===== src/rtl/gyro_bias_calibrator.sv =====
// Zero-rate bias estimator and corrector feeding the gyro integrator; 1-cycle latency, no backpressure.
// Optional GYRO_CAL_DEADBAND_EN zeroes corrected axes whose magnitude is within DEADBAND.
module gyro_bias_calibrator #(
    parameter int LOG2_SAMPLES = 8,
    parameter int DEADBAND     = 16
) (
    input  logic               clk_100mhz,
    input  logic               rst_in,
    input  logic               raw_valid,
    input  logic signed [15:0] raw_gx,
    input  logic signed [15:0] raw_gy,
    input  logic signed [15:0] raw_gz,
    input  logic               cal_start,
    output logic signed [15:0] gx,
    output logic signed [15:0] gy,
    output logic signed [15:0] gz,
    output logic               out_valid,
    output logic               calibrated,
    output logic signed [15:0] bias_x,
    output logic signed [15:0] bias_y,
    output logic signed [15:0] bias_z
);

    localparam int AW = 16 + LOG2_SAMPLES;

    if (LOG2_SAMPLES < 1 || LOG2_SAMPLES > 12 || DEADBAND < 0) begin : g_param_check
        $error("gyro_bias_calibrator: illegal parameter value");
    end

    typedef enum logic [1:0] {CAL, LATCH, RUN} state_t;

    state_t                  state;
    state_t                  state_nx;
    logic [LOG2_SAMPLES-1:0] cnt;
    logic signed [AW-1:0]    acc_x;
    logic signed [AW-1:0]    acc_y;
    logic signed [AW-1:0]    acc_z;
    logic signed [15:0]      corr_x;
    logic signed [15:0]      corr_y;
    logic signed [15:0]      corr_z;
    logic                    last_sample;

    function automatic logic signed [AW-1:0] sext(input logic signed [15:0] v);
        return {{LOG2_SAMPLES{v[15]}}, v};
    endfunction

    function automatic logic signed [15:0] correct(input logic signed [15:0] raw,
                                                   input logic signed [15:0] bias);
        logic signed [16:0] diff;
        logic signed [15:0] sat;
`ifdef GYRO_CAL_DEADBAND_EN
        logic [16:0] mag;
`endif
        diff = {raw[15], raw} - {bias[15], bias};
        if (diff[16] != diff[15]) begin
            sat = diff[16] ? 16'sh8000 : 16'sh7fff;
        end else begin
            sat = diff[15:0];
        end
`ifdef GYRO_CAL_DEADBAND_EN
        // 17-bit magnitude so that -32768 maps to 32768 rather than wrapping
        mag = sat[15] ? -{sat[15], sat} : {1'b0, sat};
        if (mag <= 17'(DEADBAND)) begin
            sat = '0;
        end
`endif
        return sat;
    endfunction

    assign corr_x      = correct(raw_gx, bias_x);
    assign corr_y      = correct(raw_gy, bias_y);
    assign corr_z      = correct(raw_gz, bias_z);
    assign last_sample = raw_valid && (cnt == {LOG2_SAMPLES{1'b1}});

    always_comb begin
        state_nx = state;
        case (state)
            CAL:     if (!cal_start && last_sample) state_nx = LATCH;
            LATCH:   state_nx = RUN;
            RUN:     if (cal_start) state_nx = CAL;
            default: state_nx = CAL;
        endcase
    end

    always_ff @(posedge clk_100mhz or posedge rst_in) begin
        if (rst_in) begin
            state      <= CAL;
            cnt        <= '0;
            acc_x      <= '0;
            acc_y      <= '0;
            acc_z      <= '0;
            bias_x     <= '0;
            bias_y     <= '0;
            bias_z     <= '0;
            gx         <= '0;
            gy         <= '0;
            gz         <= '0;
            out_valid  <= 1'b0;
            calibrated <= 1'b0;
        end else begin
            state     <= state_nx;
            out_valid <= 1'b0;
            case (state)
                CAL: begin
                    gx <= '0;
                    gy <= '0;
                    gz <= '0;
                    if (cal_start) begin
                        cnt   <= '0;
                        acc_x <= '0;
                        acc_y <= '0;
                        acc_z <= '0;
                    end else if (raw_valid) begin
                        cnt   <= cnt + 1'b1;
                        acc_x <= acc_x + sext(raw_gx);
                        acc_y <= acc_y + sext(raw_gy);
                        acc_z <= acc_z + sext(raw_gz);
                    end
                end
                LATCH: begin
                    // arithmetic shift floors toward minus infinity
                    bias_x     <= 16'(acc_x >>> LOG2_SAMPLES);
                    bias_y     <= 16'(acc_y >>> LOG2_SAMPLES);
                    bias_z     <= 16'(acc_z >>> LOG2_SAMPLES);
                    cnt        <= '0;
                    acc_x      <= '0;
                    acc_y      <= '0;
                    acc_z      <= '0;
                    calibrated <= 1'b1;
                end
                RUN: begin
                    if (cal_start) begin
                        calibrated <= 1'b0;
                        gx         <= '0;
                        gy         <= '0;
                        gz         <= '0;
                    end else if (raw_valid) begin
                        gx        <= corr_x;
                        gy        <= corr_y;
                        gz        <= corr_z;
                        out_valid <= 1'b1;
                    end
                end
                default: ;
            endcase
        end
    end

endmodule

===== config.mk =====
export PLATFORM = sky130hd
export DESIGN_NAME = gyro_bias_calibrator
export DESIGN_NICKNAME = d
export VERILOG_FILES = /design/src/rtl/gyro_bias_calibrator.sv
export SDC_FILE = /design/constraint.sdc
export NUM_CORES = 1
export LEC_CHECK = 0
export CORE_UTILIZATION = 52
export DETAILED_ROUTE_END_ITERATION = 6
export GPL_TIMING_DRIVEN = 0
export PLACE_DENSITY = 0.78
export SLEW_MARGIN = 15
export SYNTH_ARGS = -nofsm -noshare
export SYNTH_HDL_FRONTEND = slang
export SYNTH_SLANG_ARGS = --single-unit
export TNS_END_PERCENT = 5

===== constraint.sdc =====
create_clock -name clk_100mhz -period 6.1 [get_ports clk_100mhz]
set_input_delay 1.22 -clock clk_100mhz [delete_from_list [all_inputs] [get_ports clk_100mhz]]
set_output_delay 1.22 -clock clk_100mhz [all_outputs]
set_load 0.005 [all_outputs]

==> flow_metrics.tcl <==
set metrics [dict create \
    die_area_um2 24200 \
    die_h_um 156 \
    clkLatencyLatePin_ns 0.44 \
    tritoncts "done" \
    synth_top_area_cell "dfrtp_1" \
    end_kind "flop" \
    fmax_mhz 227 \
    dpl_cell_area_um2 14300 \
    cp-start-kind "input pin" \
    reg2reg_slack_ns 2.57 \
    vias 10500 \
    ys_types 74 \
    rows 55 \
    drtIter0Drc 625 \
    synthFlopType "dfrtp_1" \
    root_buffer "clkbuf_16" \
    synth.net_count 1461 \
    crit_path_max_fanout 10 \
    antenna_found_initial 0 \
    peakVddDrop_mv 0.193 \
    cts.repair.resized 0 \
    synth_top_area_share_pct 36.7 \
    cp_num_buf_inv 4 \
    drtPass1Iterations 5 \
    max_stage_delay_ns 0.48 \
    slew_headroom_pct 45.5 \
    fillers 1874 \
    rsz0062_at_grt "no" \
    wirelength_um 32800 \
    arrival_ns 4.73 \
    core_um2 22800 \
    areaGrowthSynthToFinish_pct 21.1 \
    drv_slew 0 \
    path_class "in -> reg" \
    instances_no_fill 1785 \
    drive_gt1_share_pct 7.61 \
    place.detailed.hpwl_um 25300 \
    hp-class "reg -> reg" \
    fin_worst_skew_ns 0.0116 \
    tightest_slew_ns 0.817 \
    grt_first_pass_wirelength_um 53000 \
    crit_family "compound AO/OA/AOI/OAI gates" \
    ios 150 \
    cts_buffer_depth 2 \
    ys_seq_area_share_pct 36.7 \
    synth.area.top_cells "dfrtp_1 37%, ha_1 12%, mux2_2 4.3%" \
    ys_warn_count 0 \
    grt_overflow 0 \
    leakage_nw 6.66 \
    fin_area_um2 14800 \
    hold_violations 0 \
    worstPathCellList "clkdlybuf4s50_1 -> inv_1 -> ha_1 -> inv_1 -> fa_1 -> a21o_1 -> a21oi_1 -> o21ai_1 -> a31oi_1 -> a31oi_1 -> a21o_1 -> nor2_1 -> nor2_1 -> buf_2 -> a221o_1" \
    required_ns 6.42 \
    cap_viol_max_count 0 \
    globalplace.congestion 0.918 \
    clkSinkCount 180 \
    p_per_area_nw_per_um2 227 \
    routedWlPerCell_um 18.4 \
    post_cts_buffers 0 \
    dp.cells 1753 \
    reg.largest.list "acc_x x24, acc_y x24, acc_z x24" \
    nNetsFinal 1635 \
    vias_per_cell 5.87 \
    htreeDepth 4 \
    setup_viol 0 \
    synth_edf_count 0 \
    die_x_um 156 \
    portBuffers 149 \
    post-route-period-util_pct 72.3 \
    final_antenna_net_count 0 \
    antenna_cells 0 \
    crit_slowest_cell "clkdlybuf4s50_1" \
    groute.usage.overall_pct 27.9 \
    fin_tns_setup_ns 0 \
    postSynth.asyncResetShare_pct 100 \
    first_global_vias 10400 \
    synth-seq-cells 180 \
    syn_inst 1285 \
    status "completed" \
    cts.clk_slew.worst_paths_ns 0.07 \
    numCtsBuffers 17 \
    synth_area_per_cell_um2 9.54 \
    drc_errors 0 \
    grt_max_degree 37 \
    start_util_pct 53.6 \
    synth_area_um2 12300 \
    cts_hold_buf 0 \
    layout_min_cycle_time_ns 4.41 \
]
[per-layer routing]
layer / global-route usage, % / part of all wire (%) / up-vias
li1: - / - / 5019
met1: 36.6 / 44 / 5056
met2: 46.7 / 48 / 330
met3: 4.26 / 5.7 / 71
met4: 10.2 / 2.9 / 0
met5: 0 / 0 / -
[cells by family after synthesis]
group	share of synthesized area [%]
xor gates and xnor gates	7.42
and+or+nand+nor	11.1
DFF	36.7
AOI/OAI and AO/OA	22.7
buffers and inverters	3.86
adders and majority gates	13.8
muxes	4.48
[through the flow]
step / util, % / power [mW] / worst slack [ns] / hold slack [ns]
after floorplan: - / 2.05 / 2.37 / 0.454
after global placement: 61.9 / 2.25 / 1.07 / 0.466
after detailed placement: 62.5 / 2.29 / 1.31 / 0.473
after CTS: 65.0 / 3.38 / 1.74 / 0.488
after global routing: 65.0 / 3.55 / 1.52 / 0.499
final: 65.0 / 3.37 / 1.69 / 0.491
[path summary, 6_finish.rpt]
kind | startpoint | to | cells past startpoint
max | raw_gy[0] | gy[9] | 15
min | gy[15] | gy[15] | 2
max reg2reg | bias_z[0] | gz[9] | 13
min reg2reg | gy[15] | gy[15] | 2
max in group asynchronous | rst_in | acc_x[7] | 6
min in group asynchronous | rst_in | gz[0] | 2
[layout make-up]
cell class	count	area, µm²	area share [%]
Clock inverter	14	129	0.868
Tap cell	313	392	2.64
Timing Repair Buffer	155	1630	11.0
Sequential cell	180	4500	30.3
Clock buffer	18	439	2.96
Inverter	84	319	2.15
Buffer	40	158	1.06
Multi-Input combinational cell	981	7280	49.0
[layout by cell type (no fill, tap or decap), drive strengths merged, types with 17 or more instances in the layout]
| master | synthesis | routed |
|---|---|---|
| a211oi | 17 | 17 |
| a21o | 35 | 35 |
| xnor2 | 60 | 60 |
| nand3 | 18 | 18 |
| xor2 | 43 | 43 |
| nand2 | 112 | 112 |
| a22o | 18 | 18 |
| a221o | 30 | 30 |
| nor3 | 22 | 22 |
| o21bai | 22 | 22 |
| clkdlybuf4s50 | 0 | 149 |
| o21ai | 108 | 108 |
| mux2 | 47 | 47 |
| nor2 | 65 | 65 |
| inv | 83 | 85 |
| clkbuf | 34 | 52 |
| a21oi | 93 | 93 |
| dfrtp | 180 | 180 |
| ha | 118 | 118 |
[Yosys cell counts (9+ instances only)]
master	instances
mux2_2	47
xnor2_1	60
and2_1	10
a31oi_1	11
nor2b_1	9
nand2_1	112
o21bai_1	22
xor2_1	42
nor3_1	20
a211oi_1	17
a21oi_1	90
o21a_1	16
ha_1	118
o21ai_0	104
nand3_1	18
nor2_1	65
a22o_1	18
a21o_1	35
clkbuf_1	34
inv_1	83
and3_1	10
dfrtp_1	180
a211o_1	9
a221o_1	30
nand2b_1	11
[where the power goes]
| part | internal, mW | leakage, nW | switching [mW] |
|---|---|---|---|
| Combinational | 0.418 | 3.91 | 0.542 |
| Sequential | 1.27 | 2.47 | 0.0661 |
| Clock | 0.578 | 0.285 | 0.502 |
| Total | 2.26 | 6.66 | 1.11 |
[worst register-to-register path, stage by stage, from the launching register on]
cell     delay (ns)
dfrtp_1        0.41
ha_1           0.19
inv_1          0.05
fa_1           0.40
a21o_1         0.19
a21oi_1        0.21
o21ai_0        0.15
a21oi_1        0.30
a21oi_1        0.22
a31o_2         0.29
mux2i_1        0.30
nor2_1         0.16
buf_2          0.24
a221o_1        0.31
(Power assumes the default switching activity.)
